File: src/rtl/branch_res_handler_pkg.sv
// Shared types and constants for the branch resolution handler: resolution
// records coming from the branch unit, handler FSM states and BTB update records.
package branch_res_handler_pkg;

  localparam int unsigned XLEN     = 32;
  localparam int unsigned ILEN     = 32;
  localparam int unsigned BPU_HLEN = 8;

  typedef struct packed {
    logic [XLEN-1:0] pc;
    logic [XLEN-1:0] target;
    logic            taken;
    logic            mispredict;
  } resolution_t;

  typedef enum logic {
    BRH_IDLE,
    BRH_REDIRECT
  } brh_state_t;

  typedef struct packed {
    logic [XLEN-1:0] pc;
    logic [XLEN-1:0] target;
    logic            del;
  } btb_upd_t;

  // Fall-through address of a branch: the next sequential instruction.
  function automatic logic [XLEN-1:0] next_seq_pc(input logic [XLEN-1:0] pc);
    return pc + XLEN'(ILEN >> 3);
  endfunction

endpackage

File: src/rtl/branch_res_handler_fifo.sv
// Generic synchronous FIFO with pointer-MSB full/empty detection.
// The head is read combinationally from storage and forced to zero when empty.
module branch_res_handler_fifo #(
  parameter type         DATA_T = logic [7:0],
  parameter int unsigned DEPTH  = 4
) (
  input  logic  clk_i,
  input  logic  rst_n_i,
  input  logic  flush_i,
  input  logic  push_i,
  input  DATA_T data_i,
  input  logic  pop_i,
  output DATA_T data_o,
  output logic  full_o,
  output logic  empty_o
);

  localparam int unsigned AW = $clog2(DEPTH);

  logic [AW:0] r_wptr;
  logic [AW:0] r_rptr;
  DATA_T       r_mem [DEPTH];
  logic        w_push;
  logic        w_pop;

  assign full_o  = (r_wptr[AW] != r_rptr[AW]) && (r_wptr[AW-1:0] == r_rptr[AW-1:0]);
  assign empty_o = (r_wptr == r_rptr);
  // A full buffer refuses pushes even when a pop happens in the same cycle.
  assign w_push  = push_i && !full_o && !flush_i;
  assign w_pop   = pop_i && !empty_o && !flush_i;

  always_ff @(posedge clk_i or negedge rst_n_i) begin
    if (!rst_n_i) begin
      r_wptr <= '0;
      r_rptr <= '0;
    end else if (flush_i) begin
      r_wptr <= '0;
      r_rptr <= '0;
    end else begin
      if (w_push) r_wptr <= r_wptr + 1'b1;
      if (w_pop)  r_rptr <= r_rptr + 1'b1;
    end
  end

  always_ff @(posedge clk_i) begin
    if (w_push) r_mem[r_wptr[AW-1:0]] <= data_i;
  end

  assign data_o = empty_o ? '0 : r_mem[r_rptr[AW-1:0]];

endmodule

File: src/rtl/branch_res_handler.sv
// Consumes branch resolutions: updates PHT/BTB, issues fetch redirects on
// mispredictions and keeps the committed global history register.
module branch_res_handler
  import branch_res_handler_pkg::*;
#(
  parameter int unsigned FIFO_DEPTH = 4,
  parameter int unsigned HLEN       = BPU_HLEN
) (
  input  logic              clk_i,
  input  logic              rst_n_i,
  input  logic              flush_i,
  input  logic              bu_res_valid_i,
  output logic              bu_res_ready_o,
  input  resolution_t       bu_res_i,
  output logic              redirect_valid_o,
  input  logic              redirect_ready_i,
  output logic [XLEN-1:0]   redirect_pc_o,
  output logic              pht_upd_valid_o,
  output logic [XLEN-1:0]   pht_upd_pc_o,
  output logic              pht_upd_taken_o,
  output logic              btb_upd_valid_o,
  output logic              btb_upd_del_o,
  output logic [XLEN-1:0]   btb_upd_pc_o,
  output logic [XLEN-1:0]   btb_upd_target_o,
  output logic              ghr_restore_valid_o,
  output logic [HLEN-1:0]   ghr_o,
  output brh_state_t        dbg_state_o
);

  // Handshakes: a transfer on any valid/ready pair happens in the cycle where
  // both are high; valid never depends combinationally on the matching ready,
  // and redirect_pc_o is held stable while redirect_valid_o waits for ready.

  brh_state_t      r_state;
  brh_state_t      w_next_state;
  logic [HLEN-1:0] r_ghr;
  resolution_t     w_head;
  logic            w_full;
  logic            w_empty;
  logic            w_pop;
  logic            w_ghr_upd;
  logic            w_pht_valid;
  logic            w_btb_valid;
  logic            w_ghr_restore;
  logic            w_redirect_valid;
  btb_upd_t        w_btb_upd;

  assign bu_res_ready_o = !w_full;

  branch_res_handler_fifo #(
    .DATA_T (resolution_t),
    .DEPTH  (FIFO_DEPTH)
  ) u_fifo (
    .clk_i   (clk_i),
    .rst_n_i (rst_n_i),
    .flush_i (flush_i),
    .push_i  (bu_res_valid_i),
    .data_i  (bu_res_i),
    .pop_i   (w_pop),
    .data_o  (w_head),
    .full_o  (w_full),
    .empty_o (w_empty)
  );

  always_ff @(posedge clk_i or negedge rst_n_i) begin
    if (!rst_n_i) begin
      r_state <= BRH_IDLE;
    end else begin
      r_state <= w_next_state;
    end
  end

  always_comb begin
    w_next_state     = r_state;
    w_pop            = 1'b0;
    w_ghr_upd        = 1'b0;
    w_pht_valid      = 1'b0;
    w_btb_valid      = 1'b0;
    w_btb_upd        = '{pc: w_head.pc, target: w_head.target, del: 1'b0};
    w_ghr_restore    = 1'b0;
    w_redirect_valid = 1'b0;
    case (r_state)
      BRH_IDLE: begin
        if (!w_empty) begin
          if (w_head.mispredict) begin
            w_next_state = BRH_REDIRECT;
          end else begin
            w_pop       = 1'b1;
            w_ghr_upd   = 1'b1;
            w_pht_valid = 1'b1;
            w_btb_valid = w_head.taken;
          end
        end
      end
      BRH_REDIRECT: begin
        w_redirect_valid = 1'b1;
        if (redirect_ready_i) begin
          w_pop         = 1'b1;
          w_ghr_upd     = 1'b1;
          w_pht_valid   = 1'b1;
          w_btb_valid   = 1'b1;
          w_btb_upd.del = !w_head.taken;
          w_ghr_restore = 1'b1;
          w_next_state  = BRH_IDLE;
        end
      end
      default: w_next_state = BRH_IDLE;
    endcase
    // Flush wins over everything, including a coinciding redirect handshake.
    if (flush_i) begin
      w_next_state  = BRH_IDLE;
      w_pop         = 1'b0;
      w_ghr_upd     = 1'b0;
      w_pht_valid   = 1'b0;
      w_btb_valid   = 1'b0;
      w_ghr_restore = 1'b0;
    end
  end

  always_ff @(posedge clk_i or negedge rst_n_i) begin
    if (!rst_n_i) begin
      r_ghr <= '0;
    end else if (w_ghr_upd) begin
      r_ghr <= {r_ghr[HLEN-2:0], w_head.taken};
    end
  end

  assign redirect_valid_o    = w_redirect_valid;
  assign redirect_pc_o       = w_empty ? '0 :
                               (w_head.taken ? w_head.target : next_seq_pc(w_head.pc));
  assign pht_upd_valid_o     = w_pht_valid;
  assign pht_upd_pc_o        = w_head.pc;
  assign pht_upd_taken_o     = w_head.taken;
  assign btb_upd_valid_o     = w_btb_valid;
  assign btb_upd_del_o       = w_btb_upd.del;
  assign btb_upd_pc_o        = w_btb_upd.pc;
  assign btb_upd_target_o    = w_btb_upd.target;
  assign ghr_restore_valid_o = w_ghr_restore;
  assign ghr_o               = r_ghr;
  assign dbg_state_o         = r_state;

endmodule

File: config.mk
export PLATFORM = sky130hd
export DESIGN_NAME = branch_res_handler
export DESIGN_NICKNAME = d
export VERILOG_FILES = /design/src/rtl/branch_res_handler_pkg.sv /design/src/rtl/branch_res_handler_fifo.sv /design/src/rtl/branch_res_handler.sv
export SDC_FILE = /design/constraint.sdc
export NUM_CORES = 1
export LEC_CHECK = 0
export BUFFER_PORTS_ARGS = -buffer_cell sky130_fd_sc_hd__buf_4
export CORE_ASPECT_RATIO = 1.1
export CORE_MARGIN = 5
export CORE_UTILIZATION = 35
export DETAILED_ROUTE_END_ITERATION = 7
export PLACE_DENSITY_LB_ADDON = 0.2
export SLEW_MARGIN = 20
export SYNTH_ARGS = -nofsm -noshare
export SYNTH_HDL_FRONTEND = slang
export SYNTH_SLANG_ARGS = --single-unit
File: constraint.sdc
create_clock -name clk_i -period 7.3 [get_ports clk_i]
set_clock_uncertainty 0.1 [all_clocks]
set_input_delay 1.46 -clock clk_i [delete_from_list [all_inputs] [get_ports clk_i]]
set_output_delay 1.46 -clock clk_i [all_outputs]
set_load 0.03 [all_outputs]
==> reports/qor.yml <==
routing:
  drc: 0
  drtPass1Iterations: 5
  viasPerCell: 5.05
  drt_iter0_markers: 428
  antenna_left: 0
  vias: 6797
  wirelength_um: 30900
  routedWlPerCell_um: 23.0
sta:
  setup_viol: 0
  fmax_mhz: 172
  hold_violations: 0
  period_share: 0.798
  hold_ws_ns: 0.415
  final.setup.worst_slack_ns: 1.48
  slew_violations: 0
  final.setup.tns_ns: 0
  max-slew-margin-rel: 0.287
  worst_pin_slew_ns: 1.07
  period_needed_ns: 5.82
  grt_setup_unrepaired: "false"
cells_and_area:
  area_growth_pct: 22.1
  drive_gt1_frac: 0.388
  fillCellCount: 3069
  fin_nets: 963
  fin_area_um2: 14800
clocking:
  clkLatencyLatePin_ns: 0.54
  cts.sinks: 279
  cts-resized-gates: 0
  clk_path_buf_depth: 3
  cts_setup_buffers: 0
  clk_transition_reported_paths_ns: 0.06
  cts_buffers: 29
  hold_buffers: 0
  root_buffer: "clkbuf_16"
  htree_levels: 1
  tritoncts: "yes"
yosys:
  ys.flop_type: "edfxtp_1"
  synth_fa_ha_area_frac: 0.00618
  synth-edff-count: 264
  syn-num-nets: 777
  synth.yosys.seq_area_share: 0.683
  muxShareOfSynthArea: 0.136
  synth_top_area_frac: 0.652
  yosysMostFrequentCell: "edfxtp_1"
  synth_common_cells: "edfxtp_1, and2_1, mux4_2"
  synth_compound_area_frac: 0.0306
  netlist_area_um2: 12200
  yosysWarnings: 0
  synth.distinct_cells: 49
  avgSynthCellArea_um2: 17.4
  ys_seq_elements: 279
  synthTopCellsByArea: "edfxtp_1, mux4_2, and2_1"
  synthSimpleGateAreaFrac: 0.0749
  synth_top_family_by_area: "multiplexers"
  synthArstFlopShare: 0.0538
  netlist_instances: 700
  synth_top_cell_by_area: "edfxtp_1"
  synth-xor-area-share: 0.0264
grt:
  grt_pass1_vias: 7111
  grt_use_total: 0.156
  overflow: 0
  grt_max_degree: 67
  antenna_found_initial: 1
  grt_pass1_wl_um: 45900
die:
  initial_utilization: 0.354
  dieArea_um2: 38600
  io_pins: 215
  fp-row-count: 71
  die_w_um: 188
  coreArea_um2: 34300
  fp.dieH_um: 205
power:
  p_leak_nw: 5.24
  peakVddDrop_v: 0.000190
  power.density_nw_per_um2: 379
  power_mw: 5.62
placed_design:
  hpwl_um: 20700
  io_buffers: 214
  place_congestion: 0.826
  place_ws_ns: 2.04
  placed_area_um2: 13900
worst_setup_path:
  critPathArrivalTime_ns: 4.26
  cp-start-kind: "register"
  slowest_stage: "dfrtp_4"
  worstSetupEndpointType: "output pin"
  path_delay_family: "simple AND/OR/NAND/NOR gates"
  required_ns: 5.74
  cpPeakStageDelay_ns: 0.89
  crit_type: "register to output pin"
  worstPathCellList: "xor2_2, or3_2, and2_1, ha_1, and4_4, nand2_1, xor2_1, a211oi_1, buf_4"
  cp_max_fo: 47
  critPathBufInv: 1
min_path:
  min_path_type: "register to register"
outcome:
  outcome: "completed"
job:
  cap_violations: 0
## final timing paths
| kind | startpoint | end | slack, ns | depth (start not counted) |
|---|---|---|---|---|
| min in group asynchronous | rst_n_i | ghr_o[2]$_DFFE_PN0N_ | 0.67 | 1 |
| max in group asynchronous | rst_n_i | u_fifo.r_rptr[1]$_DFFE_PN0P_ | 6.22 | 1 |
| setup / recovery | u_fifo.r_rptr[1]$_DFFE_PN0P_ | redirect_pc_o[14] | 1.48 | 9 |
| hold / removal | ghr_o[7]$_DFFE_PN0N_ | ghr_o[7]$_DFFE_PN0N_ | 0.42 | 1 |
| hold reg to reg | ghr_o[7]$_DFFE_PN0N_ | ghr_o[7]$_DFFE_PN0N_ | 0.42 | 1 |
| setup reg to reg | u_fifo.r_rptr[1]$_DFFE_PN0P_ | u_fifo.r_mem[3][23]$_DFFE_PP_ | 3.55 | 7 |
## worst reg2reg max path, stage by stage, from the launching register on
cell and delay, ns:
dfrtp_4 0.89, xor2_2 0.62, nor2_1 0.11, nand2_1 0.17
nand2_1 0.12, nor2_1 0.25, and2_4 0.47, buf_4 0.63
## layout make-up
type / count / area, um^2 / area share
inverters: 10 / 37.5 / 0.00253
clock inverters: 18 / 169 / 0.0114
repair buffers: 223 / 1670 / 0.113
flip-flops and latches: 279 / 8310 / 0.560
clock buffers: 34 / 744 / 0.0502
diodes: 1 / 2.50 / 0.000169
well taps: 438 / 548 / 0.0369
multi-input cells: 343 / 3360 / 0.226
## sequential cells by signal (all words and copies together), names as in the netlist
register,flops
u_fifo.r_mem,264
dbg_state_o,1
u_fifo.r_wptr,3
ghr_o,8
u_fifo.r_rptr,3
## metrics by stage
stage | utilization | cells
floorplan | - | 700
global placement | 0.406 | 1293
detailed placement | 0.406 | 1293
CTS | 0.433 | 1345
global route | 0.433 | 1345
finish | 0.433 | 1346
## where the power goes
group / total (mW) / internal, mW / switching [mW]
clock network: 1.42 / 0.831 / 0.590
logic: 2.30 / 0.824 / 1.47
registers: 1.90 / 1.82 / 0.0772
## routing by layer
| layer | routed length (um) | vias to the layer above | global-route usage |
|---|---|---|---|
| li1 | - | 3072 | - |
| met1 | 13300 | 3474 | 0.213 |
| met4 | 625 | 2 | 0.0378 |
| met2 | 15200 | 206 | 0.258 |
| met3 | 1780 | 43 | 0.0333 |
| met5 | 20 | - | 0 |
## layout by cell type, fill, tap and decap left out, types with 4 or more instances in the layout
cell type / Yosys / final
edfxtp_1: 264 / 264
buf_4: 37 / 223
and2_1: 61 / 57
mux4_2: 53 / 53
nand2_1: 30 / 30
clkbuf_16: 0 / 29
nor2_1: 25 / 25
a21oi_1: 22 / 22
xor2_1: 21 / 21
o21ai_0: 19 / 19
dfrtp_1: 15 / 13
nand4_1: 12 / 12
mux4_1: 11 / 11
inv_1: 10 / 10
mux2_2: 10 / 10
xnor2_1: 10 / 10
nand3_1: 9 / 9
clkinv_1: 0 / 7
a211oi_1: 6 / 6
ha_1: 6 / 6
mux2i_1: 6 / 5
nor3_1: 7 / 5
clkbuf_1: 16 / 5
nand3_2: 4 / 4
and2_4: 0 / 4
clkinv_2: 0 / 4
## cell families after synthesis
group / Yosys count
flops: 279
simple gates: 162
buf+inv: 78
fa+ha+maj: 6
xor+xnor: 34
mux: 80
compound gates: 61
Note: power is estimated with default switching activity, not from simulation.
